<file path="src/rtl/leitor_rom_pkg.sv">
// Shared definitions for the leitor_rom ROM reader: state encoding, widths
// and default terminator byte.
package leitor_rom_pkg;

   localparam int END_W  = 5;
   localparam int DADO_W = 8;
   localparam int CONT_W = 6;

   localparam logic [DADO_W-1:0] TERMINADOR_PADRAO = 8'h00;
   localparam logic [CONT_W-1:0] MAX_BYTES         = 6'd32;

   typedef enum logic [1:0] {
      IDLE  = 2'd0,
      FETCH = 2'd1,
      SEND  = 2'd2,
      DONE  = 2'd3
   } estado_t;

endpackage

</file>
<file path="src/rtl/leitor_rom_soma.sv">
// Modulo-256 accumulator of the bytes accepted downstream; cleared when a
// new sequence starts.
module leitor_rom_soma
   import leitor_rom_pkg::*;
(
   input  logic              clk,
   input  logic              reset,
   input  logic              limpa,
   input  logic              soma_en,
   input  logic [DADO_W-1:0] valor,
   output logic [DADO_W-1:0] soma
);

   always_ff @(posedge clk or posedge reset) begin
      if (reset) begin
         soma <= '0;
      end else if (limpa) begin
         soma <= '0;
      end else if (soma_en) begin
         soma <= soma + valor;
      end
   end

endmodule

</file>
<file path="src/rtl/leitor_rom.sv">
// leitor_rom: reads a combinational ROM from address 0 until TERMINADOR or
// ULTIMO_END, offering each byte with a valido/pronto handshake.
// Define LEITOR_ROM_CHECKSUM_EN to add the soma checksum output.
module leitor_rom
   import leitor_rom_pkg::*;
#(
   parameter logic [END_W-1:0]  ULTIMO_END = 5'd31,
   parameter logic [DADO_W-1:0] TERMINADOR = TERMINADOR_PADRAO
) (
   input  logic              clk,
   input  logic              reset,
   input  logic              start,
   output logic [END_W-1:0]  endereco,
   input  logic [DADO_W-1:0] dado_rom,
   output logic [DADO_W-1:0] dado,
   output logic              valido,
   input  logic              pronto,
   output logic              ocupado,
   output logic              fim,
`ifdef LEITOR_ROM_CHECKSUM_EN
   output logic [DADO_W-1:0] soma,
`endif
   output logic [CONT_W-1:0] num_bytes
);

   estado_t estado, estado_nxt;
   logic    aceite;
   logic    inicio;

   function automatic logic [CONT_W-1:0] incr_sat(input logic [CONT_W-1:0] n);
      return (n >= MAX_BYTES) ? MAX_BYTES : n + CONT_W'(1);
   endfunction

   assign aceite  = (estado == SEND) && valido && pronto;
   assign inicio  = (estado == IDLE) && start;
   assign ocupado = (estado != IDLE);

   always_ff @(posedge clk or posedge reset) begin
      if (reset) begin
         estado <= IDLE;
      end else begin
         estado <= estado_nxt;
      end
   end

   always_comb begin
      estado_nxt = estado;
      case (estado)
         IDLE:  if (start) estado_nxt = FETCH;
         FETCH: estado_nxt = (dado_rom == TERMINADOR) ? DONE : SEND;
         SEND:  if (aceite) estado_nxt = (endereco == ULTIMO_END) ? DONE : FETCH;
         DONE:  estado_nxt = IDLE;
         default: estado_nxt = IDLE;
      endcase
   end

   // fim is registered from the next state so it is high exactly while in DONE
   always_ff @(posedge clk or posedge reset) begin
      if (reset) begin
         endereco  <= '0;
         dado      <= '0;
         valido    <= 1'b0;
         fim       <= 1'b0;
         num_bytes <= '0;
      end else begin
         fim <= (estado_nxt == DONE);
         case (estado)
            IDLE: begin
               if (start) begin
                  endereco  <= '0;
                  num_bytes <= '0;
               end
            end
            FETCH: begin
               if (dado_rom != TERMINADOR) begin
                  dado   <= dado_rom;
                  valido <= 1'b1;
               end
            end
            SEND: begin
               if (aceite) begin
                  valido    <= 1'b0;
                  num_bytes <= incr_sat(num_bytes);
                  if (endereco != ULTIMO_END) begin
                     endereco <= endereco + END_W'(1);
                  end
               end
            end
            default: ;
         endcase
      end
   end

`ifdef LEITOR_ROM_CHECKSUM_EN
   leitor_rom_soma u_soma (
      .clk     (clk),
      .reset   (reset),
      .limpa   (inicio),
      .soma_en (aceite),
      .valor   (dado),
      .soma    (soma)
   );
`else
   logic unused_inicio;
   assign unused_inicio = inicio;
`endif

endmodule

</file>
<file path="config.mk">
export PLATFORM = sky130hd
export DESIGN_NAME = leitor_rom
export DESIGN_NICKNAME = d
export VERILOG_FILES = /design/src/rtl/leitor_rom_pkg.sv /design/src/rtl/leitor_rom_soma.sv /design/src/rtl/leitor_rom.sv
export SDC_FILE = /design/constraint.sdc
export NUM_CORES = 1
export LEC_CHECK = 0
export CAP_MARGIN = 40
export CORE_UTILIZATION = 49
export DETAILED_ROUTE_END_ITERATION = 16
export PLACE_DENSITY = 0.83
export RECOVER_POWER = 25
export SYNTH_ARGS = -nofsm -noshare
export SYNTH_HDL_FRONTEND = slang
export SYNTH_SLANG_ARGS = --single-unit
</file>
<file path="constraint.sdc">
create_clock -name clk -period 3.15 [get_ports clk]
set_input_delay 0.63 -clock clk [delete_from_list [all_inputs] [get_ports clk]]
set_output_delay 0.63 -clock clk [all_outputs]
set_load 0.02 [all_outputs]
</file>
Word-level counts from Yosys, hierarchy flattened
Index checks and enable logic that the tools add are counted.

cells by class
  $lt $le $gt $ge = 1
  equal/unequal tests = 10
  mux-type cells = 16
  $add $sub $neg = 2
  reduce and logical (&&, ||, !) cells = 12

operators by type and width
  kind                                                                   number
  6-bit 2-to-1 mux                                                       3
  5-bit 2-to-1 mux                                                       3
  6-bit case mux with 2 select lines                                     1
  5-bit case mux with 2 select lines                                     1
  8-bit zero test                                                        1
  2-bit case mux with 4 select lines                                     1
  8-bit nonzero test                                                     1
  6-bit by 1-bit adder with 6-bit output, second input constant          1
  2-bit equality test, second input constant                             3
  6-bit >= comparator, second input constant                             1
  2-bit 2-to-1 mux                                                       3
  2-bit != test, second input constant                                   3
  3-bit AND reduction                                                    2
  2-bit nonzero test                                                     3
  5-bit by 1-bit adder with 5-bit output, second input constant          1
  5-bit equality test, second input constant                             1
  5-bit != test, second input constant                                   1
  4-bit AND reduction                                                    1
  1-bit 2-to-1 mux                                                       3
  2-bit by 1-bit equality test with 1-bit output, second input constant  1
  1-bit logical AND                                                      2
  2-bit zero test                                                        1
  2-bit by 1-bit != test with 1-bit output, second input constant        1
  1-bit case mux with 2 select lines                                     1
  2-bit AND reduction                                                    1

storage, ports and cells
  input port bits = 12
  output and inout bits = 22
  logic and storage cells = 47
  register bits after elaboration = 23

Depth between registers and ports, before layout
Gate-level depths: netlist of the first run.

  depth after elaboration = 6
  mapped depth = 6
  depth with buffers taken out = 6

Worst setup path before layout of the first run
Ideal clock, no wire load.

  kind = reg-to-reg
  start point = register endereco[0]
  end point = register endereco[0]
  required time = 3.025 ns
  setup time = 0.125 ns
  arrival time = 1.903 ns
  stages on the path, launching flop included = 7
  buffers on the path = 0
  clock period less this slack = 2.027 ns
  setup slack = 1.123 ns
  cell sequence = dfrtp_1 > ha_1 > and3_1 > ha_1 > nand4b_1 > a21oi_1 > mux2_2

between the ends
  cells in the longest elaborated chain, start to end = 4
  elaborated cells between the ends (all ways) = 7
  those cells by class = add/sub: 1; eq/ne: 2; mux: 3; reduce/logical: 1

RTL lines
  element                                 line              text
  from (decl)                             leitor_rom.sv:13  output logic [END_W-1:0] endereco,
  from (signal assigned)                  leitor_rom.sv:85  endereco <= endereco + END_W'(1);
  5-bit by 1-bit adder with 5-bit output  leitor_rom.sv:85
  5-bit 2-to-1 mux                        leitor_rom.sv:84  if (endereco != ULTIMO_END) begin
  5-bit 2-to-1 mux                        leitor_rom.sv:81  if (aceite) begin
  5-bit case mux with 2 select lines      leitor_rom.sv:67  case (estado)

Several ways; a longest one is shown, not always the timed one. The select of a mux whose other input is x is not followed.
A chain may end at the register's enable or synchronous reset.

Worst setup path after layout of the first run
  start point = register estado[1]
  end point = output ocupado

between the ends
  cells in the longest elaborated chain, start to end = 1

RTL lines
  element                 line              text
  from (decl)             leitor_rom.sv:26  estado_t estado, estado_nxt;
  from (signal assigned)  leitor_rom.sv:42  estado <= estado_nxt;
  2-bit nonzero test      leitor_rom.sv:36  assign ocupado = (estado != IDLE);
  to (decl)               leitor_rom.sv:18  output logic ocupado,

Every way passes these cells.

==> results.sh, run 1 <==
export IMPL_status="complete, no violations"
export IMPL_ys_seq_area_frac=0.504
export IMPL_ios=34
export IMPL_fp_dieW_um=50.3
export IMPL_root_buffer="clkbuf_4"
export IMPL_ys_flop_type="dfrtp_1"
export IMPL_yosys_cell_types_count=33
export IMPL_clk_pin_slew_ns=0.13
export IMPL_drive_gt1_frac=0.0993
export IMPL_synth_top_cell_area_share=0.504
export IMPL_cpPeakStageDelay_ns=0.54
export IMPL_antennaDiodeCount=0
export IMPL_maxSlewHeadroom=0.407
export IMPL_max_freq_ghz=0.426
export IMPL_instances_no_fill=169
export IMPL_ctsResizeCount=0
export IMPL_tightest_slew_ns=0.890
export IMPL_p_leak_nw=0.645
export IMPL_hold_class="reg2reg"
export IMPL_die_area_mm2=0.00253
export IMPL_crit_path_max_fanout=15
export IMPL_setup_viol=0
export IMPL_dr_total_vias=942
export IMPL_cp_data_arrival_time_ns=1.72
export IMPL_synth_area_per_cell_um2=10.7
export IMPL_drv_slew=0
export IMPL_end_kind="output pin"
export IMPL_fin_util=0.687
export IMPL_synthArstFlopShare=1.00
export IMPL_drt_iter0_drc=20
export IMPL_synth_top_area_cell="dfrtp_1"
export IMPL_cp_start_kind="flip-flop"
export IMPL_crit_buf_inv=1
export IMPL_cts_inserted_buffers=3
export IMPL_viasPerCell=5.57
export IMPL_crit_family="flip-flops"
export IMPL_slowest_stage="dfrtp_1"
export IMPL_drc=0
export IMPL_dp_cells=165
export IMPL_final_hold_violation_count=0
export IMPL_track_usage=0.205
export IMPL_path_cells="or2_2, clkdlybuf4s50_1"
export IMPL_synth_nets=123
export IMPL_initial_core_util=0.516
export IMPL_die_h_um=50.3
export IMPL_netlist_instances=107
export IMPL_cts_hold_buf=0
export IMPL_overflow=0
export IMPL_vdd_drop_max_mv=0.583
export IMPL_ctsLongestPathBuffers=2
export IMPL_cts_sinks=23
export IMPL_drt_pass1_iterations=4
export IMPL_yosysMostFrequentCell="dfrtp_1"
export IMPL_finalHoldWorstSlack_ns=0.525
export IMPL_nets=158
export IMPL_power_mw=1.39
export IMPL_min_period_ns=2.35
export IMPL_antenna_found_initial=0
export IMPL_cts_htree_levels=1
export IMPL_skew_ns=0.00764
export IMPL_rows=17
export IMPL_grt_pass1_vias=916
export IMPL_fp_coreArea_mm2=0.00221
export IMPL_synth_common_cells="dfrtp_1 (23), nand3_1 (12), nand2_1 (10)"
export IMPL_synth_edff_count=0
export IMPL_crit_type="reg2out"
export IMPL_post_cts_buffers=0
export IMPL_place_hpwl_um=1760
export IMPL_gp_congestion=0.781
export IMPL_setup_tns_ns=0
export IMPL_wire_per_inst_um=13.7
export IMPL_area_growth_pct=33.1
export IMPL_netlist_area_mm2=0.00114
export IMPL_ys_warn_count=0
export IMPL_yosys_top_cells_area="dfrtp_1 (50%), mux2_2 (7.9%), nand3_1 (5.3%)"
export IMPL_wl_um=2320
export IMPL_grt_max_degree=18
export IMPL_rsz0062_at_grt="no"
export IMPL_synth_seq_cells=23
export IMPL_cap_viol_max_count=0
export IMPL_antenna_left=0
export IMPL_cts_tree="built"
export IMPL_fill_cells=181
export IMPL_post_route_period_util=0.745
export IMPL_port_buffers=33
export IMPL_clkLatencyLatePin_ns=0.32
export IMPL_powerDensity_mw_per_mm2=916
export IMPL_cp_required_ns=2.52
export IMPL_grt_pass1_wl_um=3850
==> stage by stage <==
stage	area, um2	setup slack [ns]
floorplan	1140	1.12
global placement	1490	0.938
detailed placement	1520	0.857
CTS	1540	0.794
global route	1520	0.714
finish	1520	0.803
==> metal layers <==
metal,global-route usage,share of wire,vias to the layer above
li1,-,-,454
met1,0.241,0.44,450
met2,0.336,0.49,30
met3,0.0455,0.053,8
met4,0.133,0.024,0
met5,0,0,-
==> power by group <==
part | internal, mW | switching (mW)
registers | 0.416 | 0.138
logic | 0.358 | 0.339
clock network | 0.0496 | 0.0919
==> flip-flops by register name (all words and copies together), names as in the netlist <==
signal and count:
dado 8, valido 1, endereco 5, fim 1, estado 2, num_bytes 6
==> area by class of cell <==
cell class,count,area [um2],share of cell area
Timing Repair Buffer,34,334,0.220
Tap cell,28,35.0,0.0231
Sequential cell,23,576,0.379
Clock buffer,4,26.3,0.0173
Multi-Input combinational cell,73,522,0.343
Inverter,7,26.3,0.0173
==> kinds of logic (layout without fill, tap and decap cells) <==
group / Yosys count / after routing / share of synthesized area
AOI/OAI and AO/OA: 13 / 13 / 0.0800
adders and majority gates: 4 / 4 / 0.0439
buffers and inverters: 11 / 45 / 0.0384
DFF: 23 / 23 / 0.504
muxes: 12 / 12 / 0.114
and+or+nand+nor: 44 / 44 / 0.219
==> worst paths after layout <==
check	from	to	slack (ns)	cells past startpoint
max in group asynchronous	reset	estado[0]$_DFF_PP0_	1.42	3
setup / recovery	estado[1]$_DFF_PP0_	ocupado	0.80	2
setup reg to reg	endereco[0]$_DFFE_PP0P_	endereco[0]$_DFFE_PP0P_	1.04	6
min in group asynchronous	reset	dado[7]$_DFFE_PP0P_	0.65	2
hold / removal	dado[4]$_DFFE_PP0P_	dado[4]$_DFFE_PP0P_	0.53	1
hold reg to reg	dado[4]$_DFFE_PP0P_	dado[4]$_DFFE_PP0P_	0.53	1
==> layout by cell type, fill, tap and decap left out, types with 2 or more instances in the layout <==
master	netlist	layout
clkbuf_1	2	2
clkbuf_4	0	3
clkdlybuf4s50_1	0	32
dfrtp_1	23	23
ha_1	4	4
inv_1	7	7
mux2_2	8	8
mux2i_1	4	4
nand2_1	10	10
nand2b_1	5	5
nand3_1	12	12
nand4b_1	3	3
nor4_1	2	2
o21ai_0	3	3
o21bai_1	2	2
or4_1	2	2
Note: power is estimated with default switching activity, not from simulation.
==> run 2, diff against run 1 <==
CORE_UTILIZATION = 46   (was 49)
PLACE_DENSITY = 0.78   (was 0.83)
clock period = 2.18 ns   (was 3.15 ns; I/O delays follow)
==> run 2 against run 1 <==
Against the previous run:
- sequential cell count unchanged
- sequential share of layout area decreased by 0.91 points
- critical path depth unchanged
- first-iteration DRC count decreased by 25%
- non-clock buffer count increased by 5
- worst setup slack got worse by 0.61 ns
- clock power increased by 44%
- sequential power increased by 35%
- global-route usage increased by 0.70 points
- critical endpoint unchanged
- largest power group unchanged
==> results.sh, run 2 (synthesis gave the netlist of run 1 again) <==
export IMPL_status="complete, no violations"
export IMPL_post_route_period_util=0.913
export IMPL_fp_coreArea_mm2=0.00228
export IMPL_max_freq_ghz=0.503
export IMPL_ios=34
export IMPL_seqCellArea_um2=576
export IMPL_r2r_start="endereco[0]$_DFFE_PP0P_"
export IMPL_hold_class="reg2reg"
export IMPL_drv_slew=0
export IMPL_multi_input_area_um2=522
export IMPL_vdd_drop_max_mv=0.822
export IMPL_cp_data_arrival_time_ns=1.55
export IMPL_grt_pass1_wl_um=4130
export IMPL_drc=0
export IMPL_p_leak_nw=0.669
export IMPL_r2r_cells=6
export IMPL_antenna_found_initial=0
export IMPL_clkLatencyLatePin_ns=0.32
export IMPL_drt_iter0_drc=15
export IMPL_setup_viol=0
export IMPL_antennaDiodeCount=0
export IMPL_gp_congestion=0.806
export IMPL_ctsLongestPathBuffers=2
export IMPL_post_cts_buffers=0
export IMPL_cts_htree_levels=1
export IMPL_place_hpwl_um=1700
export IMPL_grt_pass1_vias=898
export IMPL_worstReg2RegEnd="endereco[0]$_DFFE_PP0P_"
export IMPL_cp_required_ns=1.74
export IMPL_ff2ff_setup_slack_ns=0.25
export IMPL_reg_top3="dado: 8 flops, num_bytes: 6 flops, endereco: 5 flops"
export IMPL_root_buffer="clkbuf_4"
export IMPL_area_growth_pct=36.4
export IMPL_rows=17
export IMPL_skew_ns=0.00413
export IMPL_track_usage=0.213
export IMPL_initial_core_util=0.501
export IMPL_viasPerCell=5.49
export IMPL_cp_start_kind="flip-flop"
export IMPL_startpoint="estado[0]$_DFF_PP0_"
export IMPL_cap_viol_max_count=0
export IMPL_ctsResizeCount=0
export IMPL_dr_total_vias=955
export IMPL_wl_um=2420
export IMPL_end_kind="output pin"
export IMPL_mostFrequentLayoutCells="clkdlybuf4s50_1 (32), dfrtp_1 (23), nand3_1 (12)"
export IMPL_cts_sinks=23
export IMPL_crit_type="reg2out"
export IMPL_setup_tns_ns=0
export IMPL_die_area_mm2=0.00268
export IMPL_final_common_cell="clkdlybuf4s50_1"
export IMPL_overflow=0
export IMPL_nets=163
export IMPL_cts_tree="built"
export IMPL_drive_gt1_frac=0.130
export IMPL_port_buffers=33
export IMPL_cts_hold_buf=0
export IMPL_place_ws_ns=0.194
export IMPL_fp_dieW_um=51.8
export IMPL_min_period_ns=1.99
export IMPL_fin_util=0.684
export IMPL_die_h_um=51.8
export IMPL_fill_cells=193
export IMPL_crit_path_max_fanout=2
export IMPL_cts_inserted_buffers=3
export IMPL_clk_pin_slew_ns=0.13
export IMPL_antenna_left=0
export IMPL_cp_endpoint="ocupado"
export IMPL_maxSlewHeadroom=0.178
export IMPL_worst_slack_ns=0.191
export IMPL_powerDensity_mw_per_mm2=1320
export IMPL_regMostFlops="dado"
export IMPL_final_hold_violation_count=0
export IMPL_grt_max_degree=24
export IMPL_wire_per_inst_um=13.9
export IMPL_rsz0062_at_grt="no"
export IMPL_largest_register_ffs=8
export IMPL_drt_pass1_iterations=4
export IMPL_tightest_slew_ns=1.23
==> run 2: stage by stage <==
| step | hold WS [ns] | cells | area (um2) | total power, mW |
|---|---|---|---|---|
| 2_1_floorplan | 0.438 | 107 | 1140 | 1.36 |
| 3_3_place_gp | 0.494 | 170 | 1530 | 1.84 |
| 3_5_place_dp | 0.496 | 170 | 1530 | 1.86 |
| 4_1_cts | 0.453 | 174 | 1560 | 2.07 |
| 5_1_grt | 0.543 | 174 | 1560 | 2.21 |
| 6_report | 0.521 | 174 | 1560 | 2.06 |
==> run 2: report_power, final <==
group,leakage (nW),switching [mW],internal (mW)
combinational,0.360,0.553,0.555
sequential,0.293,0.144,0.601
clock,0.0150,0.134,0.0717
==> run 2: area by class of cell <==
class                   instances  area share
inverters                       7      0.0169
flip-flops and latches         23       0.370
repair buffers                 39       0.239
well taps                      28      0.0225
multi-input cells              73       0.335
clock buffers                   4      0.0169
==> run 2: per-layer routing <==
layer,global-route usage,share of wire,wire length (um)
met4,0.0946,0.018,44
met5,0,0,0
met3,0.0497,0.056,135
met1,0.261,0.45,1090
met2,0.353,0.48,1150
==> run 2: worst max-delay path, stage by stage (launching register included) <==
cell	delay [ns]
dfrtp_1	0.40
or2_2	0.30
clkdlybuf4s50_1	0.54
==> run 2: how the worst min path moves through the flow <==
stage,from,to,slack (ns),depth (start not counted)
after floorplan,reset,dado[0]$_DFFE_PP0P_,0.44,1
final,dado[0]$_DFFE_PP0P_,dado[0]$_DFFE_PP0P_,0.52,1
after detailed placement,dado[0]$_DFFE_PP0P_,dado[0]$_DFFE_PP0P_,0.50,1
after global placement,dado[4]$_DFFE_PP0P_,dado[4]$_DFFE_PP0P_,0.49,1
after global routing,dado[0]$_DFFE_PP0P_,dado[0]$_DFFE_PP0P_,0.54,1
after CTS,reset,dado[6]$_DFFE_PP0P_,0.45,3
==> run 3, diff against run 2 <==
SLEW_MARGIN = 20   (was default)
==> results of run 3 <==
No change in the layout: final DEF, timing and power equal those of run 2.
